File: src/rtl/frame_timer_bank_pkg.sv
// Shared definitions for the frame timer bank.
// Holds mode and state encodings plus a ceil-log2 helper.
package frame_timer_bank_pkg;

  localparam logic [0:0] MODE_ONESHOT = 1'b0;
  localparam logic [0:0] MODE_RELOAD  = 1'b1;

  localparam logic [0:0] FT_IDLE = 1'b0;
  localparam logic [0:0] FT_RUN  = 1'b1;

  // ceil(log2(n)), never below 1 so select fields stay legal
  function automatic int ft_clog2(input int n);
    int r;
    r = 0;
    while ((1 << r) < n) r++;
    if (r < 1) r = 1;
    return r;
  endfunction

endpackage

File: src/rtl/frame_timer_bank_if.sv
// Config/control/status bundle of the frame timer bank.
// master drives cfg/mode/start/stop/ack/presc; slave returns tick/active/expired.
interface frame_timer_bank_if #(
  parameter int NUM_CH  = 4,
  parameter int CNT_W   = 32,
  parameter int PRESC_W = 8
) ();

  localparam int CH_W   = frame_timer_bank_pkg::ft_clog2(NUM_CH);
  localparam int BYTE_W = frame_timer_bank_pkg::ft_clog2(CNT_W / 8);

  logic              cfg_wen_in;
  logic [CH_W-1:0]   cfg_ch_in;
  logic [BYTE_W-1:0] cfg_byte_in;
  logic [7:0]        cfg_data_in;
  logic [NUM_CH-1:0] mode_in;
  logic [NUM_CH-1:0] start_in;
  logic [NUM_CH-1:0] stop_in;
  logic [NUM_CH-1:0] ack_in;
  logic [PRESC_W-1:0] presc_in;
  logic              tick_out;
  logic [NUM_CH-1:0] active_out;
  logic [NUM_CH-1:0] expired_out;

  modport master (
    output cfg_wen_in, cfg_ch_in, cfg_byte_in, cfg_data_in,
    output mode_in, start_in, stop_in, ack_in, presc_in,
    input  tick_out, active_out, expired_out
  );

  modport slave (
    input  cfg_wen_in, cfg_ch_in, cfg_byte_in, cfg_data_in,
    input  mode_in, start_in, stop_in, ack_in, presc_in,
    output tick_out, active_out, expired_out
  );

endinterface

File: src/rtl/frame_timer_bank_ch.sv
// One timer channel: byte-loaded reload register, down-counter, IDLE/RUN FSM, sticky expiry.
// Ports: clk, rst_n, wen/byte/data write, mode/start/stop/ack/tick controls, active/expired status.
module frame_timer_ch
  import frame_timer_bank_pkg::*;
#(
  parameter int CNT_W  = 32,
  parameter int BYTE_W = 2
) (
  input  logic              clk,
  input  logic              rst_n,
  input  logic              wen_in,
  input  logic [BYTE_W-1:0] byte_in,
  input  logic [7:0]        data_in,
  input  logic              mode_in,
  input  logic              start_in,
  input  logic              stop_in,
  input  logic              ack_in,
  input  logic              tick_in,
  output logic              active_out,
  output logic              expired_out
);

  localparam int NB = CNT_W / 8;

  logic [CNT_W-1:0] reload_q, reload_d;
  logic [CNT_W-1:0] cnt_q, cnt_d;
  logic [0:0]       state_q, state_d;
  logic             expired_q, expired_d;
  logic             fire;

  always_comb begin
    reload_d = reload_q;
    for (int b = 0; b < NB; b++) begin
      if (wen_in && byte_in == BYTE_W'(b)) begin
        reload_d[8*b +: 8] = data_in;
      end
    end
  end

  always_comb begin
    cnt_d   = cnt_q;
    state_d = state_q;
    fire    = 1'b0;
    if (stop_in) begin
      state_d = FT_IDLE;
    end else if (start_in) begin
      if (reload_q == '0) begin
        cnt_d   = '0;
        state_d = FT_IDLE;
        fire    = 1'b1;
      end else begin
        cnt_d   = reload_q;
        state_d = FT_RUN;
      end
    end else if (state_q == FT_RUN && tick_in) begin
      if (cnt_q > CNT_W'(1)) begin
        cnt_d = cnt_q - CNT_W'(1);
      end else begin
        fire = 1'b1;
        // a zero reload cannot rearm, so auto-reload falls back to IDLE
        if (mode_in == MODE_RELOAD && reload_q != '0) begin
          cnt_d = reload_q;
        end else begin
          cnt_d   = '0;
          state_d = FT_IDLE;
        end
      end
    end
    // a new expiry outranks a same-cycle ack
    expired_d = fire | (expired_q & ~ack_in);
  end

  always_ff @(posedge clk or negedge rst_n) begin
    if (!rst_n) begin
      reload_q  <= '0;
      cnt_q     <= '0;
      state_q   <= FT_IDLE;
      expired_q <= 1'b0;
    end else begin
      reload_q  <= reload_d;
      cnt_q     <= cnt_d;
      state_q   <= state_d;
      expired_q <= expired_d;
    end
  end

  assign active_out  = (state_q == FT_RUN);
  assign expired_out = expired_q;

endmodule

File: src/rtl/frame_timer_bank.sv
// Bank of NUM_CH frame timers sharing one free-running prescaler.
// Ports: clk, rst_n, bus (cfg write, mode/start/stop/ack/presc in; tick/active/expired out).
module frame_timer_bank
  import frame_timer_bank_pkg::*;
#(
  parameter int NUM_CH  = 4,
  parameter int CNT_W   = 32,
  parameter int PRESC_W = 8
) (
  input  logic               clk,
  input  logic               rst_n,
  frame_timer_bank_if.slave  bus
);

  localparam int CH_W   = ft_clog2(NUM_CH);
  localparam int BYTE_W = ft_clog2(CNT_W / 8);

  logic [PRESC_W-1:0] pcnt_q, pcnt_d;
  logic               tick_q, tick_d;
  logic [NUM_CH-1:0]  active_w;
  logic [NUM_CH-1:0]  expired_w;

  // lowering presc below pcnt lets pcnt run on and wrap naturally
  always_comb begin
    tick_d = (pcnt_q == bus.presc_in);
    pcnt_d = tick_d ? '0 : pcnt_q + PRESC_W'(1);
  end

  always_ff @(posedge clk or negedge rst_n) begin
    if (!rst_n) begin
      pcnt_q <= '0;
      tick_q <= 1'b0;
    end else begin
      pcnt_q <= pcnt_d;
      tick_q <= tick_d;
    end
  end

  for (genvar i = 0; i < NUM_CH; i++) begin : g_ch
    logic wen;
    // unused channel codes match no instance and are dropped
    assign wen = bus.cfg_wen_in && (bus.cfg_ch_in == CH_W'(i));

    frame_timer_ch #(
      .CNT_W  (CNT_W),
      .BYTE_W (BYTE_W)
    ) u_ch (
      .clk         (clk),
      .rst_n       (rst_n),
      .wen_in      (wen),
      .byte_in     (bus.cfg_byte_in),
      .data_in     (bus.cfg_data_in),
      .mode_in     (bus.mode_in[i]),
      .start_in    (bus.start_in[i]),
      .stop_in     (bus.stop_in[i]),
      .ack_in      (bus.ack_in[i]),
      .tick_in     (tick_q),
      .active_out  (active_w[i]),
      .expired_out (expired_w[i])
    );
  end

  assign bus.tick_out    = tick_q;
  assign bus.active_out  = active_w;
  assign bus.expired_out = expired_w;

endmodule

File: src/flat_wrapper.sv
// flat-port wrapper written by rule: the top's interface ports become plain ports
module frame_timer_bank_flat import frame_timer_bank_pkg::*;
#(
  parameter int NUM_CH  = 4,
  parameter int CNT_W   = 32,
  parameter int PRESC_W = 8
)
  (clk, rst_n, bus_cfg_wen_in, bus_cfg_ch_in, bus_cfg_byte_in, bus_cfg_data_in, bus_mode_in, bus_start_in, bus_stop_in, bus_ack_in, bus_presc_in, bus_tick_out, bus_active_out, bus_expired_out);
  frame_timer_bank_if #(.NUM_CH(NUM_CH), .CNT_W(CNT_W), .PRESC_W(PRESC_W)) bus_i ();
  input  logic clk;
  input  logic rst_n;
  input wire logic [$bits(bus_i.cfg_wen_in)-1:0] bus_cfg_wen_in;
  input wire logic [$bits(bus_i.cfg_ch_in)-1:0] bus_cfg_ch_in;
  input wire logic [$bits(bus_i.cfg_byte_in)-1:0] bus_cfg_byte_in;
  input wire logic [$bits(bus_i.cfg_data_in)-1:0] bus_cfg_data_in;
  input wire logic [$bits(bus_i.mode_in)-1:0] bus_mode_in;
  input wire logic [$bits(bus_i.start_in)-1:0] bus_start_in;
  input wire logic [$bits(bus_i.stop_in)-1:0] bus_stop_in;
  input wire logic [$bits(bus_i.ack_in)-1:0] bus_ack_in;
  input wire logic [$bits(bus_i.presc_in)-1:0] bus_presc_in;
  output wire logic [$bits(bus_i.tick_out)-1:0] bus_tick_out;
  output wire logic [$bits(bus_i.active_out)-1:0] bus_active_out;
  output wire logic [$bits(bus_i.expired_out)-1:0] bus_expired_out;
  assign bus_i.cfg_wen_in = bus_cfg_wen_in;
  assign bus_i.cfg_ch_in = bus_cfg_ch_in;
  assign bus_i.cfg_byte_in = bus_cfg_byte_in;
  assign bus_i.cfg_data_in = bus_cfg_data_in;
  assign bus_i.mode_in = bus_mode_in;
  assign bus_i.start_in = bus_start_in;
  assign bus_i.stop_in = bus_stop_in;
  assign bus_i.ack_in = bus_ack_in;
  assign bus_i.presc_in = bus_presc_in;
  assign bus_tick_out = bus_i.tick_out;
  assign bus_active_out = bus_i.active_out;
  assign bus_expired_out = bus_i.expired_out;
  frame_timer_bank #(.NUM_CH(NUM_CH), .CNT_W(CNT_W), .PRESC_W(PRESC_W)) u_core (.clk(clk), .rst_n(rst_n), .bus(bus_i));
endmodule
File: config.mk
export PLATFORM = sky130hd
export DESIGN_NAME = frame_timer_bank_flat
export DESIGN_NICKNAME = d
export VERILOG_FILES = /design/src/rtl/frame_timer_bank_pkg.sv /design/src/rtl/frame_timer_bank_if.sv /design/src/rtl/frame_timer_bank_ch.sv /design/src/rtl/frame_timer_bank.sv /design/src/flat_wrapper.sv
export SDC_FILE = /design/constraint.sdc
export NUM_CORES = 1
export LEC_CHECK = 0
export ABC_AREA = 1
export CAP_MARGIN = 5
export CORE_ASPECT_RATIO = 0.6
export CORE_MARGIN = 2
export CORE_UTILIZATION = 50
export CTS_CLUSTER_SIZE = 25
export DETAILED_ROUTE_END_ITERATION = 16
export PLACE_DENSITY = 0.67
export SETUP_SLACK_MARGIN = 0.3
export SYNTH_ARGS = -nofsm -noshare
export SYNTH_HDL_FRONTEND = slang
export SYNTH_SLANG_ARGS = --single-unit
File: constraint.sdc
create_clock -name clk -period 2.1 [get_ports clk]
set_input_delay 0.21 -clock clk [delete_from_list [all_inputs] [get_ports clk]]
set_output_delay 0.21 -clock clk [all_outputs]
set_load 0.01 [all_outputs]
==> After elaboration in Yosys (flattened, before gate mapping) <==
Index checks and enable logic that the tools add are counted.
{ "classes": {"n_reduce_logical": 54, "n_lt_le_gt_ge": 4, "mux": 65, "add_sub_neg": 5, "eq_ne": 15, "n_bitwise": 16} }
{ "ops": {"columns": ["cell", "n"], "rows": [
  ["32-bit two-way mux", 20],
  ["32-bit by 1-bit > comparator with 1-bit output, second input constant", 4],
  ["32-bit logical NOT", 4],
  ["32-bit nonzero test", 4],
  ["32-bit by 1-bit subtractor with 32-bit output, second input constant", 4],
  ["1-bit two-way mux", 44],
  ["1-bit logical AND", 28],
  ["3-bit inequality test, second input constant", 8],
  ["3-bit AND reduction", 4],
  ["3-bit nonzero test", 4],
  ["8-bit by 1-bit adder with 8-bit output, second input constant", 1],
  ["2-bit equality test, second input constant", 4],
  ["8-bit equality test", 1],
  ["8-bit two-way mux", 1],
  ["1-bit inverter", 8],
  ["2-bit AND reduction", 4],
  ["2-bit nonzero test", 4],
  ["1-bit AND", 4],
  ["2-bit by 1-bit equality test with 1-bit output, second input constant", 2],
  ["2-bit logical NOT", 2],
  ["1-bit bitwise OR", 4]
]} }
{ "word_totals": {"output_inout_bits": 9, "ff_bits": 273, "elab_cells": 189, "in_bits": 39} }

==> Longest topological paths before layout <==
{ "logic_depth": {"depth_word": 7, "mapped_depth": 13, "ltp_nobuf": 12} }

==> By module <==
From an unflattened synthesis, not the netlist that was laid out.
{ "hier_totals": {"cells_unflattened": 2776, "hier_area_um2": 18118.6} }
{ "modules_own_cells": {"columns": ["module", "area_each_um2", "cells_per_inst", "n_inst", "seq_area_each_um2"], "rows": [
  ["frame_timer_ch at u_core.g_ch[0].u_ch ...", 4367.9, 671, 2, 1651.6],
  ["frame_timer_ch at u_core.g_ch[2].u_ch", 4399.2, 670, 1, 1651.6],
  ["frame_timer_ch at u_core.g_ch[3].u_ch", 4393.0, 670, 1, 1651.6],
  ["frame_timer_bank", 590.6, 94, 1, 225.2]
]} }

==> Least setup slack after synthesis <==
No wires, ideal clock.
{ "synth_path": {"kind": "flip-flop to flip-flop", "start": "register u_core.g_ch[3].u_ch.cnt_q[0]", "end": "register u_core.g_ch[3].u_ch.cnt_q[15]", "t_arrival_ns": 1.593, "synth_period_minus_slack_ns": 1.715, "setup_ns": 0.122, "required_ns": 1.978, "stages_incl_launch_ff": 13, "slack_ns": 0.385, "n_path_buf": 1, "cell_sequence": "dfrtp_1 inv_1 ha_1 nand2_4 nor2_8 nand3_2 nand2_1 nand2_2 inv_2 buf_6 nand2_1 nand2_1 a21oi_2"} }
{ "synth_between": {"elab_chain_len": 4, "elab_cells_between_ends": 5, "cone_classes": "add/sub: 1; order compare: 1; mux: 3"} }
{ "synth_rtl": {"columns": ["item", "line_no", "text"], "rows": [
  ["start: declaration", "frame_timer_bank_ch.sv:26", "logic [CNT_W-1:0] cnt_q, cnt_d;"],
  ["start signal: assignment", "frame_timer_bank_ch.sv:81", "cnt_q <= cnt_d;"],
  ["32-bit by 1-bit subtractor with 32-bit output or 32-bit by 1-bit > comparator with 1-bit output (tied branches)", "frame_timer_bank_ch.sv:57, frame_timer_bank_ch.sv:56", null],
  ["32-bit two-way mux *", "frame_timer_bank_ch.sv:56", "if (cnt_q > CNT_W'(1)) begin"],
  ["32-bit two-way mux *", "frame_timer_bank_ch.sv:55", "end else if (state_q == FT_RUN && tick_in) begin"],
  ["32-bit two-way mux *", "frame_timer_bank_ch.sv:46", "end else if (start_in) begin"]
]} }
Mark *: on every way between the ends. The rest lies on a longest branch, timed or not. The select of a mux whose other input is x is not followed.
A chain may end at the register's enable or synchronous reset.

==> Worst setup path after layout <==
{ "layout_path": {"start": "register u_core.g_ch[2].u_ch.cnt_q[6]", "end": "register u_core.g_ch[2].u_ch.cnt_q[14]"} }
{ "layout_between": {"elab_chain_len": 4, "elab_cells_between_ends": 5, "cone_classes": "add/sub: 1; order compare: 1; mux: 3"} }
{ "layout_rtl": {"columns": ["item", "line_no"], "rows": [
  ["start: declaration", "frame_timer_bank_ch.sv:26"],
  ["start signal: assignment", "frame_timer_bank_ch.sv:81"],
  ["32-bit by 1-bit subtractor with 32-bit output or 32-bit by 1-bit > comparator with 1-bit output (tied branches)", "frame_timer_bank_ch.sv:57, frame_timer_bank_ch.sv:56"],
  ["32-bit two-way mux *", "frame_timer_bank_ch.sv:56"],
  ["32-bit two-way mux *", "frame_timer_bank_ch.sv:55"],
  ["32-bit two-way mux *", "frame_timer_bank_ch.sv:46"]
]} }
Marks and branches as above.

==> flow_summary.json <==
{
  "synthTopCellsByArea": "dfrtp_1 (38%), nand2_1 (15%), nor2_1 (9.1%), nand3_1 (5.7%), a21oi_1 (5.7%)",
  "drv_slew": 0,
  "nFillCells": 2991,
  "dr.pass1.iters": 6,
  "slowest_delay_ps": 460,
  "area_delta_synth_final_pct": 30.3,
  "cp-start-kind": "flip-flop",
  "relSlewSlack": 0.586,
  "period_share": 0.952,
  "critical_path_arrival_ps": 2460,
  "routabilityCongestion": 0.969,
  "clock_skew_ps": 20.1,
  "max_freq_ghz": 0.500,
  "yosysTopAreaCell": "dfrtp_1",
  "clock-sinks": 273,
  "grt.overflow.total": 0,
  "peakVddDrop_uv": 623,
  "yosys.cell_count.top_type": "nand2_1",
  "tightest_slew_ps": 621,
  "cp_cell_sequence": "nor2_4, nand2_4, nor2_1, nand2_1, nor2_4, nand2_8, nand2_8, clkinvlp_4, nand2_1, nand3_1, nand2_1, inv_1",
  "ant_nets": 0,
  "grt_start_max_net_pins": 59,
  "antenna_found_initial": 1,
  "finalSetupViolCount": 0,
  "via_per_inst": 5.75,
  "grt_usage": 0.323,
  "core_area_um2": 35000,
  "grt_pass1_wl_um": 93500,
  "io_buffers": 47,
  "comb_power_share": 0.301,
  "die_y_um": 150,
  "grt_setup_unrepaired": "true",
  "drtIter0Drc": 2499,
  "synth_warnings": 0,
  "dp_slack_ps": -9.58,
  "cp_slowest_cell": "dfrtp_2",
  "pwr-share-seq": 0.417,
  "rows": 53,
  "fin_nets": 2906,
  "worstHoldPathType": "input port to asynchronous set/reset pin",
  "syn_inst": 2609,
  "avgRoutedWirePerCell_um": 19.1,
  "syn-num-nets": 2657,
  "regArea_um2": 6880,
  "grt_pass1_vias": 16500,
  "worstSkewPairLatency_ps": 580,
  "synth_top_area_frac": 0.384,
  "cts_made_buffers": 28,
  "syn_area_um2": 17800,
  "path_clk_slew_ps": 80,
  "path_class": "flip-flop to flip-flop",
  "switchingPower_uw": 6770,
  "avgSynthCellArea_um2": 6.82,
  "async_flop_share": 1.00,
  "intPower_uw": 11700,
  "clkPwrFrac": 0.282,
  "period_minus_slack_ps": 2000,
  "drive_above_1_share": 0.277,
  "finalWorstSetupSlack_ps": 101,
  "dp_hpwl_um": 41200,
  "finalHoldViolCount": 0,
  "cp_max_fo": 6,
  "crit_top_cell": "nand2_1",
  "synth-seq-cells": 273,
  "synth.distinct_cells": 43,
  "multi_input_area_um2": 11100,
  "root_buffer": "clkbuf_16",
  "cts_tree": "done",
  "die-area_um2": 37200,
  "synth_edf_count": 0,
  "p_leak_uw": 0.0106,
  "pwr_density_cell_nw_per_um2": 795,
  "clk_path_buf_depth": 3,
  "post-route-drc-count": 0,
  "ys_top_cells_by_count": "nand2_1 (718), nor2_1 (432), dfrtp_1 (273), nand3_1 (204), a21oi_1 (203)",
  "synth_flop_cell": "dfrtp_1",
  "ioPinCount": 48,
  "utilization": 0.662,
  "htree_levels": 1,
  "start_util": 0.508,
  "p_sw_frac": 0.367,
  "design_power_total_uw": 18400,
  "cp-end-kind": "flip-flop",
  "die_w_um": 248,
  "max_cap_viol_count": 0,
  "n_antenna_cell": 0,
  "via_count": 19200,
  "outcome": "finished clean",
  "required_ps": 2560,
  "ys_seq_area_frac": 0.384,
  "routed_wl_um": 64000
}
-- registers in the layout (all words and copies together) (netlist names) --
name,cells
u_core.bus.tick_out,1
u_core.g_ch.u_ch.active_out,4
u_core.g_ch.u_ch.cnt_q,128
u_core.g_ch.u_ch.expired_out,4
u_core.g_ch.u_ch.reload_q,128
u_core.pcnt_q,8
-- cells by family after synthesis --
group / Yosys count / synth area share
AO/OA/AOI/OAI: 443 / 0.137
XOR/XNOR: 62 / 0.0305
buffers and inverters: 305 / 0.0736
adder cells (fa/ha/maj): 9 / 0.00633
AND/OR/NAND/NOR: 1517 / 0.369
flip-flops: 273 / 0.384
-- critical path, delay by kind of cell, from the launching register on --
kind          cells  cell delay (ps)
simple gates     10             1180
flops             1              460
buf+inv           2              240
-- path summary, 6_finish.rpt --
| check | slack (ps) | depth (start not counted) | endpoint | startpoint |
|---|---|---|---|---|
| max | 100 | 12 | u_core.g_ch[2].u_ch.cnt_q[14] | u_core.g_ch[2].u_ch.cnt_q[6] |
| min | 170 | 2 | u_core.g_ch[3].u_ch.cnt_q[4] | rst_n |
| max reg2reg | 100 | 12 | u_core.g_ch[2].u_ch.cnt_q[14] | u_core.g_ch[2].u_ch.cnt_q[6] |
| min reg2reg | 520 | 2 | u_core.g_ch[2].u_ch.reload_q[28] | u_core.g_ch[2].u_ch.reload_q[28] |
| max in group asynchronous | 1150 | 3 | u_core.g_ch[0].u_ch.cnt_q[0] | rst_n |
| min in group clk | 220 | 2 | u_core.g_ch[3].u_ch.expired_out | bus_ack_in[3] |
-- cell usage in the layout, fill, tap and decap left out, types with 4 or more instances in the layout --
cell type and count:
nand3_2 46, a21oi_1 163, buf_8 4, dfrtp_2 37
xor2_1 31, xnor2_1 30, a21oi_4 5, nand4_1 38
o21ai_1 22, a21oi_2 81, nand2_1 630, nand3b_1 12
nor2_2 56, buf_12 14, nor2_4 76, ha_4 7
nor2_1 340, clkinvlp_4 5, or2_2 12, buf_4 226
clkinv_2 6, o21ai_0 158, inv_2 21, buf_6 26
clkdlybuf4s50_1 43, clkbuf_16 34, clkbuf_8 4, nor3_1 8
nand2_4 25, nand2_2 82, o21bai_1 5, inv_4 4
nand3_1 172, inv_1 170, dfrtp_1 236
-- metal layers --
metal,track usage,share of wire
met5,0,0
met4,0.0476,0.019
met3,0.0702,0.11
met2,0.446,0.41
met1,0.519,0.46
-- per-stage QoR --
stage	instances	area (um^2)	hold slack (ps)	TNS [ps]
3_3_place_gp	3146	19400	192	0
3_5_place_dp	3146	19400	187	-19.7
6_report	3344	23200	173	0
5_1_grt	3344	23200	214	0
4_1_cts	3226	21000	184	0
2_1_floorplan	2609	17800	-85.6	0
-- power by group through the flow --
stage	Clock, uW	Combinational [uW]	Sequential (uW)
4_1_cts	5250	4550	7540
2_1_floorplan	0	2930	7290
3_3_place_gp	0	4200	7560
6_report	5200	5550	7670
3_5_place_dp	0	4310	7600
5_1_grt	5490	6130	7780
-- repair_timing --
item | 4_1_cts | 5_1_grt
buffers inserted | 27 | 111
resized for setup | 118 | 374
hold endpoints to repair | 58 | 0
gates cloned | 2 | 7
pin swaps | 24 | 146
setup endpoints to repair | 131 | 137
hold buffers | 2 | 0
-- area by class of cell --
type	instances	area share
Timing Repair Buffer	324	0.128
Sequential cell	273	0.297
Clock inverter	13	0.00561
Clock buffer	36	0.0342
Multi-Input combinational cell	2032	0.477
Tap cell	467	0.0252
Inverter	199	0.0335
Power figures use the tool's default switching activity.
